**src/rtl/nokia5110_ctrl_if.sv**
```systemverilog
// nokia5110_ctrl_if
//   Bundles the byte-level link between the Nokia 5110 sequencer and its two
//   neighbours: the spi_master (start/avail handshake, byte, dc, divider) and
//   the synchronous frame-buffer RAM (address out, data back one clk later).
//
//   Signals
//     spi_avail  spi_master idle / last byte finished
//     spi_start  one-cycle byte request to spi_master
//     spi_data   byte for spi_master data_in
//     spi_cmd    dc line: 0 = command, 1 = display RAM data
//     spi_div    spi_master clock divider constant
//     fb_addr    frame-buffer read address, 0..503
//     fb_data    frame-buffer byte, valid 1 clk after fb_addr
//
//   Modports
//     master  the sequencer (drives start/data/cmd/div/addr)
//     slave   the spi_master + frame-buffer side
interface nokia5110_ctrl_if;
    logic        spi_avail;
    logic        spi_start;
    logic [7:0]  spi_data;
    logic        spi_cmd;
    logic [15:0] spi_div;
    logic [8:0]  fb_addr;
    logic [7:0]  fb_data;

    modport master (
        input  spi_avail, fb_data,
        output spi_start, spi_data, spi_cmd, spi_div, fb_addr
    );

    modport slave (
        output spi_avail, fb_data,
        input  spi_start, spi_data, spi_cmd, spi_div, fb_addr
    );
endinterface

```
**src/rtl/nokia5110_ctrl.sv**
```systemverilog
// nokia5110_ctrl
//   Upstream sequencer for spi_master driving a Nokia 5110 (PCD8544) LCD.
//   After reset it sends the LCD init command sequence, then on each refresh
//   request it sends the X/Y home header and streams the 504-byte frame buffer
//   (84x48, 6 banks) as display data, one byte per start/avail handshake.
//
//   Parameters
//     VOP           contrast command byte (bit7 set), sent in extended mode
//     TEMP_COEF     temperature coefficient, sent as 8'h04 | TEMP_COEF
//     BIAS          bias system, sent as 8'h10 | BIAS
//     SPI_DIV       constant driven onto spi_div
//     AUTO_REFRESH  1: start a new frame whenever idle, no refresh needed
//
//   Ports
//     clk         system clock
//     reset       asynchronous reset, active high
//     refresh     one-cycle request to redraw the full frame
//     invert      (NK_INVERT_EN only) display inversion, sampled on idle exit
//     init_done   high once the init sequence has completed
//     busy        high in every state except IDLE
//     frame_done  one-cycle pulse after the last data byte of a frame
//     bus         spi_master / frame-buffer link (master modport)
//
//   Build option
//     NK_INVERT_EN  when defined, adds the invert input and prefixes every
//                   frame header with 8'h0C (normal) or 8'h0D (inverted).
module nokia5110_ctrl #(
    parameter logic [7:0]  VOP          = 8'hB8,
    parameter logic [1:0]  TEMP_COEF    = 2'd0,
    parameter logic [2:0]  BIAS         = 3'd4,
    parameter logic [15:0] SPI_DIV      = 16'd25,
    parameter bit          AUTO_REFRESH = 1'b0
) (
    input  logic             clk,
    input  logic             reset,
    input  logic             refresh,
`ifdef NK_INVERT_EN
    input  logic             invert,
`endif
    output logic             init_done,
    output logic             busy,
    output logic             frame_done,
    nokia5110_ctrl_if.master bus
);

    typedef enum logic [2:0] {
        ST_BOOT,
        ST_INIT,
        ST_IDLE,
        ST_HDR,
        ST_FETCH,
        ST_DATA
    } state_t;

    // Per-byte handshake phase, shared by every state that sends a byte.
    typedef enum logic [1:0] {
        PH_SEND,
        PH_ACK,
        PH_DONE
    } phase_t;

`ifdef NK_INVERT_EN
    localparam logic [1:0] HDR_LAST = 2'd2;
`else
    localparam logic [1:0] HDR_LAST = 2'd1;
`endif
    localparam logic [2:0] INIT_LAST = 3'd5;
    localparam logic [8:0] FB_LAST   = 9'd503;

    state_t     state;
    phase_t     phase;
    logic [2:0] init_idx;
    logic [1:0] hdr_idx;
    logic [8:0] fb_addr;
    logic       pending;
    logic       spi_start_q;
    logic [7:0] spi_data_q;
    logic       spi_cmd_q;
`ifdef NK_INVERT_EN
    logic       invert_q;
`endif

    logic [7:0] init_byte;
    logic [7:0] hdr_byte;
    logic [7:0] tx_byte;
    logic       tx_cmd;
    logic       sending;
    logic       byte_done;

    assign bus.spi_start = spi_start_q;
    assign bus.spi_data  = spi_data_q;
    assign bus.spi_cmd   = spi_cmd_q;
    assign bus.spi_div   = SPI_DIV;
    assign bus.fb_addr   = fb_addr;

    // A byte only counts as finished once the master has gone busy (ACK)
    // and come back idle (DONE); this keeps long avail-low periods from
    // being mistaken for completion or triggering a second start.
    assign sending   = (state == ST_INIT) || (state == ST_HDR) || (state == ST_DATA);
    assign byte_done = sending && (phase == PH_DONE) && bus.spi_avail;

    // Init command table: function set (extended), Vop, temp coefficient,
    // bias, function set (basic), display control normal.
    always_comb begin
        init_byte = 8'h0C;
        case (init_idx)
            3'd0:    init_byte = 8'h21;
            3'd1:    init_byte = VOP;
            3'd2:    init_byte = 8'h04 | {6'd0, TEMP_COEF};
            3'd3:    init_byte = 8'h10 | {5'd0, BIAS};
            3'd4:    init_byte = 8'h20;
            default: init_byte = 8'h0C;
        endcase
    end

    // Frame header: home the RAM pointer to X=0, Y=0 before streaming data.
    // With inversion enabled, the display-control byte goes first so the
    // whole frame is drawn in the requested polarity.
    always_comb begin
        hdr_byte = 8'h40;
`ifdef NK_INVERT_EN
        case (hdr_idx)
            2'd0:    hdr_byte = {7'b0000110, invert_q};
            2'd1:    hdr_byte = 8'h80;
            default: hdr_byte = 8'h40;
        endcase
`else
        hdr_byte = (hdr_idx == 2'd0) ? 8'h80 : 8'h40;
`endif
    end

    // Selects the byte and dc value for whichever state is currently sending.
    always_comb begin
        tx_byte = 8'h00;
        tx_cmd  = 1'b0;
        case (state)
            ST_INIT: tx_byte = init_byte;
            ST_HDR:  tx_byte = hdr_byte;
            ST_DATA: begin
                tx_byte = bus.fb_data;
                tx_cmd  = 1'b1;
            end
            default: begin
                tx_byte = 8'h00;
                tx_cmd  = 1'b0;
            end
        endcase
    end

    // Main sequencer. The handshake phase runs underneath the top-level
    // state; the state only advances on byte_done. spi_data/spi_cmd are
    // loaded together with spi_start and then held until the next byte.
    always_ff @(posedge clk or posedge reset) begin
        if (reset) begin
            state       <= ST_BOOT;
            phase       <= PH_SEND;
            init_idx    <= 3'd0;
            hdr_idx     <= 2'd0;
            fb_addr     <= 9'd0;
            pending     <= 1'b0;
            spi_start_q <= 1'b0;
            spi_data_q  <= 8'h00;
            spi_cmd_q   <= 1'b0;
            init_done   <= 1'b0;
            busy        <= 1'b1;
            frame_done  <= 1'b0;
`ifdef NK_INVERT_EN
            invert_q    <= 1'b0;
`endif
        end else begin
            spi_start_q <= 1'b0;
            frame_done  <= 1'b0;

            // Requests that arrive while not idle are remembered (one deep);
            // in IDLE the request itself starts the frame instead.
            if (refresh && (state != ST_IDLE)) begin
                pending <= 1'b1;
            end

            if (sending) begin
                case (phase)
                    PH_SEND: begin
                        if (bus.spi_avail) begin
                            spi_start_q <= 1'b1;
                            spi_data_q  <= tx_byte;
                            spi_cmd_q   <= tx_cmd;
                            phase       <= PH_ACK;
                        end
                    end
                    PH_ACK: begin
                        if (!bus.spi_avail) begin
                            phase <= PH_DONE;
                        end
                    end
                    default: begin
                        if (bus.spi_avail) begin
                            phase <= PH_SEND;
                        end
                    end
                endcase
            end

            case (state)
                ST_BOOT: begin
                    if (bus.spi_avail) begin
                        state    <= ST_INIT;
                        init_idx <= 3'd0;
                    end
                end
                ST_INIT: begin
                    if (byte_done) begin
                        if (init_idx == INIT_LAST) begin
                            init_done <= 1'b1;
                            busy      <= 1'b0;
                            state     <= ST_IDLE;
                        end else begin
                            init_idx <= init_idx + 3'd1;
                        end
                    end
                end
                ST_IDLE: begin
                    if (refresh || pending || AUTO_REFRESH) begin
                        pending <= 1'b0;
                        busy    <= 1'b1;
                        hdr_idx <= 2'd0;
                        state   <= ST_HDR;
`ifdef NK_INVERT_EN
                        invert_q <= invert;
`endif
                    end
                end
                ST_HDR: begin
                    if (byte_done) begin
                        if (hdr_idx == HDR_LAST) begin
                            state <= ST_FETCH;
                        end else begin
                            hdr_idx <= hdr_idx + 2'd1;
                        end
                    end
                end
                ST_FETCH: begin
                    state <= ST_DATA;
                end
                ST_DATA: begin
                    if (byte_done) begin
                        if (fb_addr == FB_LAST) begin
                            fb_addr    <= 9'd0;
                            frame_done <= 1'b1;
                            busy       <= 1'b0;
                            state      <= ST_IDLE;
                        end else begin
                            fb_addr <= fb_addr + 9'd1;
                            state   <= ST_FETCH;
                        end
                    end
                end
                default: begin
                    state <= ST_BOOT;
                end
            endcase
        end
    end

endmodule

```
**src/flat_wrapper.sv**
```systemverilog
// flat-port wrapper written by rule: the top's interface ports become plain ports
module nokia5110_ctrl_flat 
#(
    parameter logic [7:0]  VOP          = 8'hB8,
    parameter logic [1:0]  TEMP_COEF    = 2'd0,
    parameter logic [2:0]  BIAS         = 3'd4,
    parameter logic [15:0] SPI_DIV      = 16'd25,
    parameter bit          AUTO_REFRESH = 1'b0
)
  (clk, reset, refresh, init_done, busy, frame_done, bus_spi_avail, bus_fb_data, bus_spi_start, bus_spi_data, bus_spi_cmd, bus_spi_div, bus_fb_addr);
  nokia5110_ctrl_if bus_i ();
  input  logic clk;
  input  logic reset;
  input  logic refresh;
  output logic init_done;
  output logic busy;
  output logic frame_done;
  input wire logic [$bits(bus_i.spi_avail)-1:0] bus_spi_avail;
  input wire logic [$bits(bus_i.fb_data)-1:0] bus_fb_data;
  output wire logic [$bits(bus_i.spi_start)-1:0] bus_spi_start;
  output wire logic [$bits(bus_i.spi_data)-1:0] bus_spi_data;
  output wire logic [$bits(bus_i.spi_cmd)-1:0] bus_spi_cmd;
  output wire logic [$bits(bus_i.spi_div)-1:0] bus_spi_div;
  output wire logic [$bits(bus_i.fb_addr)-1:0] bus_fb_addr;
  assign bus_i.spi_avail = bus_spi_avail;
  assign bus_i.fb_data = bus_fb_data;
  assign bus_spi_start = bus_i.spi_start;
  assign bus_spi_data = bus_i.spi_data;
  assign bus_spi_cmd = bus_i.spi_cmd;
  assign bus_spi_div = bus_i.spi_div;
  assign bus_fb_addr = bus_i.fb_addr;
  nokia5110_ctrl #(.VOP(VOP), .TEMP_COEF(TEMP_COEF), .BIAS(BIAS), .SPI_DIV(SPI_DIV), .AUTO_REFRESH(AUTO_REFRESH)) u_core (.clk(clk), .reset(reset), .refresh(refresh), .init_done(init_done), .busy(busy), .frame_done(frame_done), .bus(bus_i));
endmodule
```
**config.mk**
```make
export PLATFORM = sky130hd
export DESIGN_NAME = nokia5110_ctrl_flat
export DESIGN_NICKNAME = d
export VERILOG_FILES = /design/src/rtl/nokia5110_ctrl_if.sv /design/src/rtl/nokia5110_ctrl.sv /design/src/flat_wrapper.sv
export SDC_FILE = /design/constraint.sdc
export NUM_CORES = 1
export LEC_CHECK = 0
export ABC_AREA = 1
export CORE_MARGIN = 4
export CORE_UTILIZATION = 30
export CTS_BUF_LIST = sky130_fd_sc_hd__clkbuf_2 sky130_fd_sc_hd__clkbuf_4 sky130_fd_sc_hd__clkbuf_8
export DETAILED_ROUTE_END_ITERATION = 8
export HOLD_SLACK_MARGIN = 0.05
export PLACE_DENSITY = 0.65
export SYNTH_ARGS = -nofsm -noshare
export SYNTH_HDL_FRONTEND = slang
export SYNTH_SLANG_ARGS = --single-unit
```
**constraint.sdc**
```tcl
create_clock -name clk -period 1.5 [get_ports clk]
set_clock_uncertainty 0.1 [all_clocks]
set_input_delay 0.225 -clock clk [delete_from_list [all_inputs] [get_ports clk]]
set_output_delay 0.225 -clock clk [all_outputs]
set_load 0.01 [all_outputs]
```
; Word-level counts from Yosys, hierarchy flattened
; Index checks and enable logic that the tools add are counted.
[classes]
addsub = 3
eq_ne = 27
mux = 41
reduce_logical = 22
[ops]
columns = cell, n
row1 = one-hot mux 8 bit (5 select lines), 1
row2 = 2-to-1 mux 3 bit, 11
row3 = one-hot mux 8 bit (3 select lines), 1
row4 = one-hot mux 3 bit (6 select lines), 1
row5 = "!= test 2 bit, second input constant", 8
row6 = 2-to-1 mux 1 bit, 15
row7 = "equality test 3 x 2 -> 1 bit, second input constant", 4
row8 = "equality test 3 bit, second input constant", 4
row9 = 2-to-1 mux 2 bit, 6
row10 = AND reduction 4 bit, 3
row11 = "adder 9 x 1 -> 9 bit, second input constant", 1
row12 = "equality test 9 bit, second input constant", 1
row13 = 2-to-1 mux 9 bit, 1
row14 = 2-to-1 mux 8 bit, 1
row15 = "!= test 2 x 1 -> 1 bit, second input constant", 4
row16 = one-hot mux 2 bit (2 select lines), 2
row17 = AND reduction 7 bit, 1
row18 = "equality test 3 x 1 -> 1 bit, second input constant", 2
row19 = logical NOT 3 bit, 2
row20 = one-hot mux 3 bit (2 select lines), 1
row21 = AND reduction 3 bit, 2
row22 = AND reduction 6 bit, 1
row23 = nonzero test 2 bit, 3
row24 = "equality test 2 x 1 -> 1 bit, second input constant", 2
row25 = 10 further kinds, 15
[totals]
register_bits = 33
elab_cells = 105

; Depth between registers and ports, before layout
; Gate-level depths: netlist of the first run.
[depth]
ltp_word = 7
mapped_depth = 9

; Worst setup path after synthesis of the first run
; OpenSTA, ideal clock, no wires.
[synth_path]
path_type = register to register
start = register u_core.fb_addr[0] (netlist: u_core.bus.fb_addr[0])
end = register u_core.fb_addr[4] (netlist: u_core.bus.fb_addr[4])
setup_ns = 0.126
arrival_time_ns = 1.179
t_required_ns = 1.274
slack_ns = 0.095
path_stages_with_launch = 7
path_buffers = 0
synth_period_minus_slack_ns = 1.405
path_cell_list = dfrtp_1 ha_1 inv_1 nor3_1 nand3_1 nand4_1 o21ai_0
[synth_between]
elab_chain_cells = 2
word_cells_on_any_way = 3
classes_between = add/sub (1) / eq/ne (1) / mux (1)
[synth_lines]
columns = element, line_no
row1 = start: declaration, nokia5110_ctrl.sv:74  ; logic [8:0] fb_addr;
row2 = start signal: assignment, nokia5110_ctrl.sv:252  ; fb_addr <= fb_addr + 9'd1;
row3 = adder 9 x 1 -> 9 bit or equality test 9 bit (tied branches), "nokia5110_ctrl.sv:252, nokia5110_ctrl.sv:246"
row4 = 2-to-1 mux 9 bit *, nokia5110_ctrl.sv:246  ; if (fb_addr == FB_LAST) begin
; Mark *: on every way between the ends. The rest lies on a longest branch, timed or not.
; A chain may end at the register's enable or synchronous reset.

; Worst setup path after layout of the first run
[layout_path]
start = register u_core.frame_done
end = output frame_done
[layout_lines]
columns = element, line_no
row1 = start: declaration, nokia5110_ctrl.sv:42  ; output logic frame_done,
row2 = start signal: assignment, nokia5110_ctrl.sv:166  ; frame_done <= 1'b0;
row3 = start signal: assignment, nokia5110_ctrl.sv:172  ; frame_done <= 1'b0;
row4 = start signal: assignment, nokia5110_ctrl.sv:248  ; frame_done <= 1'b1;
row5 = end: declaration, flat_wrapper.sv:17  ; output logic frame_done;
; No word-level cell between the ends.

==> impl_metrics.csv, run 1 <==
group,metric,value,unit
status,outcome,"completed",
power_and_ir_drop,p_int,2.883,mW
place,dp_hpwl,3.500,mm
setup_path,crit_chain,"clkdlybuf4s50_1",
setup_path,crit_type,"reg -> out",
power_and_ir_drop,combPwrFrac,47.8,%
setup_path,endpoint_kind,"output pin",
power_and_ir_drop,vdd_drop_max,528.0,uV
timing,whs,0.1841,ns
finish,antenna_cells,0,
route,vias,1822,
setup_path,r2r-end,"u_core.bus.spi_data[7]",
power_and_ir_drop,clock_power_share,21.4,%
clock_network,postCtsHoldBufs,0,
finish,final_nets,345,
setup_path,crit_fanout,1,
timing,slew_violations,0,
route,drc,0,
yosys,synth_flop_cell,"dfrtp_1",
setup_path,worst-path-buf-inv,1,
yosys,synth_cell_type_count,36,
power_and_ir_drop,pwr_density_cell,1711,mW/mm^2
setup_path,worstReg2RegStart,"u_core.state[2]",
timing,setup_viol,0,
clock_network,cts_tree,"built",
timing,rsz0062_at_grt,"yes",
setup_path,path_depth,1,
clock_network,cts.clk_slew.worst_paths,0.08,ns
finish,fill_cells,657,
route,via_per_inst,4.521,
clock_network,numCtsBuffers,5,
route,drt_first_pass_iters,4,
yosys,ys_ff_latch,33,
timing,fmax,686.9,MHz
setup_path,critPathRequiredTime,1.17,ns
die,num_rows,29,
yosys,synth_seq_area_share,40.45,%
clock_network,cts.sinks,33,
finish,fin_cells,403,
power_and_ir_drop,leakage,1.472,nW
grt,grt_pass1_vias,1656,
setup_path,cp.arrival,1.13,ns
timing,fin_crit_sh,97.05,%
timing,fin_ws,0.04426,ns
yosys,syn_area_per_cell,7.774,um^2
setup_path,worstRegToRegCells,5,
finish,drive_above_1_share,19.94,%
place,gp_congestion,0.8266,
power_and_ir_drop,finalPower,4.768,mW
yosys,ys.warnings.count,0,
timing,tns,0,ns
place,dp_slack,-0.2050,ns
setup_path,critPathSlowestCell,"clkdlybuf4s50_1",
die,pin_count,50,
power_and_ir_drop,p_switching,1.885,mW
clock_network,cts-root-buf,"clkbuf_8",
setup_path,slowest_delay,0.52,ns
timing,hold_viol_final,0,
setup_path,r2r_slack,0.07,ns
grt,grt.overflow.total,0,
die,die_w,90.55,um
grt,grt_pass1_wl,7.721,mm
yosys,synthCells,263,
flow_run,cap_violations,0,
yosys,syn_area,0.002044,mm^2
yosys,synth_edf_count,0,
place,place_inst,390,
clock_network,clockBufferDepth,2,
die,core,0.006495,mm^2
yosys,async_flop_share,100.0,%
grt,antenna_found_initial,0,
place,io_buffers,33,
worst_hold_path,hold_class,"in -> async",
route,wl,4.728,mm
timing,min_period,1.456,ns
die,die_h,90.55,um
route,wl_per_cell,11.73,um
clock_network,h-tree-depth,2,
die,dieArea,0.008199,mm^2
power_and_ir_drop,sw_frac_of_total,39.53,%
grt,grt_max_degree,34,
setup_path,critPathLaunchType,"flip-flop",
route,drt_iter0_drc,64,
power_and_ir_drop,p_seq_share,30.8,%
clock_network,clock_latency,0.29,ns
route,final_antenna_net_count,0,
grt,grt.total_usage,11.53,%
setup_path,crit_path_start,"u_core.frame_done",
setup_path,endpoint,"frame_done",
die,initial_core_util,31.48,%
setup_path,path_delay_family,"buffers and inverters",
finish,syn2layout_area_growth,36.29,%
final cells by class:
type / instances / area (um^2) / area share, %
Clock inverter: 3 / 65.06 / 2.335
Inverter: 36 / 141.4 / 5.074
Multi-Input combinational cell: 190 / 1041 / 37.36
Timing Repair Buffer: 59 / 543.0 / 19.49
Clock buffer: 5 / 68.82 / 2.470
Tap cell: 77 / 96.34 / 3.458
Sequential cell: 33 / 830.8 / 29.82
power by group through the flow:
stage / clock, mW / sequential [mW] / combinational [mW]
floorplan: 0 / 1.56 / 1.20
global placement: 0 / 1.48 / 2.20
detailed placement: 0 / 1.48 / 2.21
CTS: 1.03 / 1.44 / 2.14
global route: 1.07 / 1.51 / 2.55
finish: 1.02 / 1.47 / 2.28
cells by family (layout without fill, tap and decap cells):
kind of cell	count (synthesis)	in the layout	share of synthesized area, %
other	2	16	0.3673
adders and majority gates	8	8	4.896
AOI/OAI and AO/OA	33	33	9.425
buffers and inverters	54	103	13.77
DFF	33	33	40.45
xor gates and xnor gates	1	1	0.4285
and+or+nand+nor	132	132	30.66
stage by stage:
stage	instance area [um^2]	util, %
CTS	2699	41.55
detailed placement	2566	39.51
floorplan	2097	-
finish	2786	42.90
global placement	2566	39.51
global route	2786	42.90
layer usage:
metal  vias up  part of all wire [%]  global-route usage (%)
met5         -                     0                       0
li1        936                     -                       -
met1       843                    46                   14.62
met3         8                   4.1                   2.667
met4         0                   1.3                   4.974
met2        35                    48                   18.72
repair_timing:
action,CTS,global route
resized for setup,21,17
endpoints found under the setup margin,20,21
cloned,0,0
setup buffers,3,2
pin swaps,0,5
flip-flops by register name (all words and copies together), names as in the netlist:
name,flops
u_core.hdr_idx,2
u_core.phase,2
u_core.bus.spi_cmd,1
u_core.init_done,1
u_core.bus.fb_addr,9
u_core.state,3
u_core.busy,1
u_core.bus.spi_data,8
u_core.pending,1
u_core.bus.spi_start,1
u_core.frame_done,1
u_core.init_idx,3
layout by cell type (no fill, tap or decap), drive strengths merged, types with 3 or more instances in the layout:
cell / n
nand3: 19
conb: 16
clkinv: 3
nand4: 7
buf: 26
clkdlybuf4s50: 11
clkbuf: 5
dfrtp: 32
inv: 34
nor2: 36
dlygate4sd2: 20
nand2: 67
ha: 8
o21ai: 12
a21oi: 12
Yosys cell counts (2+ instances only):
cell type | count | area share [%]
a21oi_1 | 11 | 2.7
a22oi_1 | 2 | 0.73
buf_4 | 16 | 5.9
conb_1 | 2 | 0.37
dfrtp_1 | 32 | 39
ha_1 | 8 | 4.9
inv_1 | 31 | 5.7
inv_2 | 3 | 0.55
nand2_1 | 64 | 12
nand2_2 | 2 | 0.61
nand3_1 | 15 | 3.7
nand3_2 | 3 | 1.5
nand4_1 | 7 | 2.1
nor2_1 | 30 | 5.5
nor2_2 | 2 | 0.61
nor2_4 | 3 | 1.7
nor3_1 | 2 | 0.49
o21ai_0 | 6 | 1.5
o21ai_1 | 6 | 1.5
o21bai_1 | 2 | 0.73
worst min-delay path by stage:
stage	slack, ns	cells after the start	endpoint	from
finish	0.18	3	u_core.bus.spi_data[4]	reset
CTS	0.19	3	u_core.bus.spi_data[5]	reset
global placement	0.35	2	u_core.busy	u_core.busy
detailed placement	0.36	2	u_core.busy	u_core.busy
global route	0.22	3	u_core.bus.spi_start	reset
floorplan	0.25	1	u_core.bus.fb_addr[0]	reset
Note: power is estimated with default switching activity, not from simulation.
==> inputs of run 2 (changes only) <==
Settings changed: RECOVER_POWER set to 100.
==> impl_metrics.csv, run 2 (synthesis gave the netlist of run 1 again) <==
group,metric,value,unit
status,outcome,"completed",
timing,min_period,1.456,ns
place,place_inst,390,
power_and_ir_drop,pwr_density_cell,1719,mW/mm^2
setup_path,endpoint_kind,"output pin",
power_and_ir_drop,vdd_drop_max,528.0,uV
setup_path,crit_type,"reg -> out",
finish,largest-register,"u_core.bus.fb_addr",
clock_network,cts-root-buf,"clkbuf_8",
die,pin_count,50,
route,drt_iter0_drc,73,
finish,seqCellArea,830.8,um^2
setup_path,critPathRequiredTime,1.17,ns
die,die_h,90.55,um
finish,final_nets,345,
finish,layout.cells.most_common,"nand2_1",
finish,multi_input_area,0.001041,mm^2
grt,grt_pass1_vias,1656,
finish,fill_cells,660,
route,vias,1829,
route,wl,4.706,mm
clock_network,clock_latency,0.29,ns
place,dp_hpwl,3.500,mm
power_and_ir_drop,finalPower,4.760,mW
worst_hold_path,hold_class,"in -> reg",
finish,antenna_cells,0,
grt,grt.total_usage,11.53,%
route,via_per_inst,4.538,
route,drc,0,
route,wl_per_cell,11.68,um
timing,hold_viol_final,0,
timing,maxSlewHeadroom,44.68,%
die,core,0.006495,mm^2
die,dieArea,0.008199,mm^2
finish,syn2layout_area_growth,35.43,%
grt,grt_max_degree,34,
grt,antenna_found_initial,0,
clock_network,h-tree-depth,2,
setup_path,critPathSlowestCell,"clkdlybuf4s50_1",
timing,rsz0062_at_grt,"yes",
die,initial_core_util,31.48,%
clock_network,postCtsHoldBufs,0,
clock_network,cts_tree,"built",
setup_path,crit_chain,"clkdlybuf4s50_1",
setup_path,slowest_delay,0.52,ns
finish,fin_cells,403,
power_and_ir_drop,leakage,1.450,nW
grt,grt_pass1_wl,7.721,mm
setup_path,crit_fanout,1,
finish,drive_above_1_share,19.94,%
finish,largest_reg_flops,9,
die,die_w,90.55,um
setup_path,worst-path-buf-inv,1,
timing,tightest_slew,0.8298,ns
clock_network,cts.sinks,33,
clock_network,clockBufferDepth,2,
timing,fmax,686.9,MHz
clock_network,cts.clk_slew.worst_paths,0.07,ns
setup_path,path_delay_family,"buffers and inverters",
route,final_antenna_net_count,0,
place,io_buffers,33,
timing,setup_viol,0,
clock_network,numCtsBuffers,5,
place,gp_congestion,0.8266,
timing,whs,0.3267,ns
grt,grt.overflow.total,0,
setup_path,critPathLaunchType,"flip-flop",
flow_run,cap_violations,0,
die,num_rows,29,
finish,layout.cells.most_common_list,"nand2_1, nor2_1, inv_1, dfrtp_1, buf_4",
timing,slew_violations,0,
finish,fin_util,42.63,%
route,drt_first_pass_iters,4,
setup_path,cp.arrival,1.13,ns
timing,fin_crit_sh,97.06,%
run 2: changes by cell type in the layout (fill, tap and decap cells not counted):
cell	previous run	this run
dlymetal6s2s_1	2	1
buf_12	3	2
clkbuf_2	0	1
clkdlybuf4s25_1	0	1
run 2: what timing repair did:
item                                    4_1_cts  5_1_grt
pin swaps                                     0        5
resized for setup                            21       17
endpoints found under the setup margin       20       21
buffers inserted                              3        2
run 2: worst paths after layout:
check | start | endpoint | slack, ns | cells after the start
worst max-delay path | u_core.frame_done | frame_done | 0.04 | 1
worst min-delay path | bus_spi_avail | u_core.phase[0] | 0.33 | 4
worst max register to register | u_core.state[2] | u_core.bus.spi_data[7] | 0.07 | 5
worst min register to register | u_core.busy | u_core.busy | 0.37 | 2
max in group asynchronous | reset | u_core.state[2] | 0.33 | 3
min in group asynchronous | reset | u_core.bus.spi_data[4] | 0.39 | 3
run 2: where the power goes:
part / switching, mW / leakage [nW] / internal [mW]
Sequential: 0.255 / 0.417 / 1.21
Clock: 0.357 / 0.0681 / 0.660
Combinational: 1.27 / 0.965 / 1.00
run 2: area by class of cell:
| class | count | area share [%] |
|---|---|---|
| Clock buffer | 5 | 2.485 |
| Clock inverter | 3 | 2.350 |
| Inverter | 36 | 5.106 |
| Multi-Input combinational cell | 190 | 37.60 |
| Sequential cell | 33 | 30.00 |
| Tap cell | 77 | 3.479 |
| Timing Repair Buffer | 59 | 18.98 |
run 2: routing by layer:
| metal | track usage, % | wire, um | share of wire, % |
|---|---|---|---|
| met1 | 14.62 | 2145 | 46 |
| met2 | 18.72 | 2292 | 49 |
| met3 | 2.667 | 206 | 4.4 |
| met4 | 4.974 | 62 | 1.3 |
| met5 | 0 | 0 | 0 |
run 2: per-stage QoR:
stage | cell area [um^2] | setup TNS [ns] | worst slack (ns)
4_1_cts | 2699 | 0 | 0.007041
5_1_grt | 2769 | -0.01621 | -0.01209
6_report | 2769 | 0 | 0.04412
3_3_place_gp | 2566 | -2.794 | -0.1797
3_5_place_dp | 2566 | -3.869 | -0.2050
2_1_floorplan | 2097 | 0 | 0.09452
==> inputs of run 3 (changes only) <==
Settings changed: SKIP_LAST_GASP set to 1.
==> results of run 3 <==
Same layout as run 2: the final DEF is identical, and so are final timing and power.
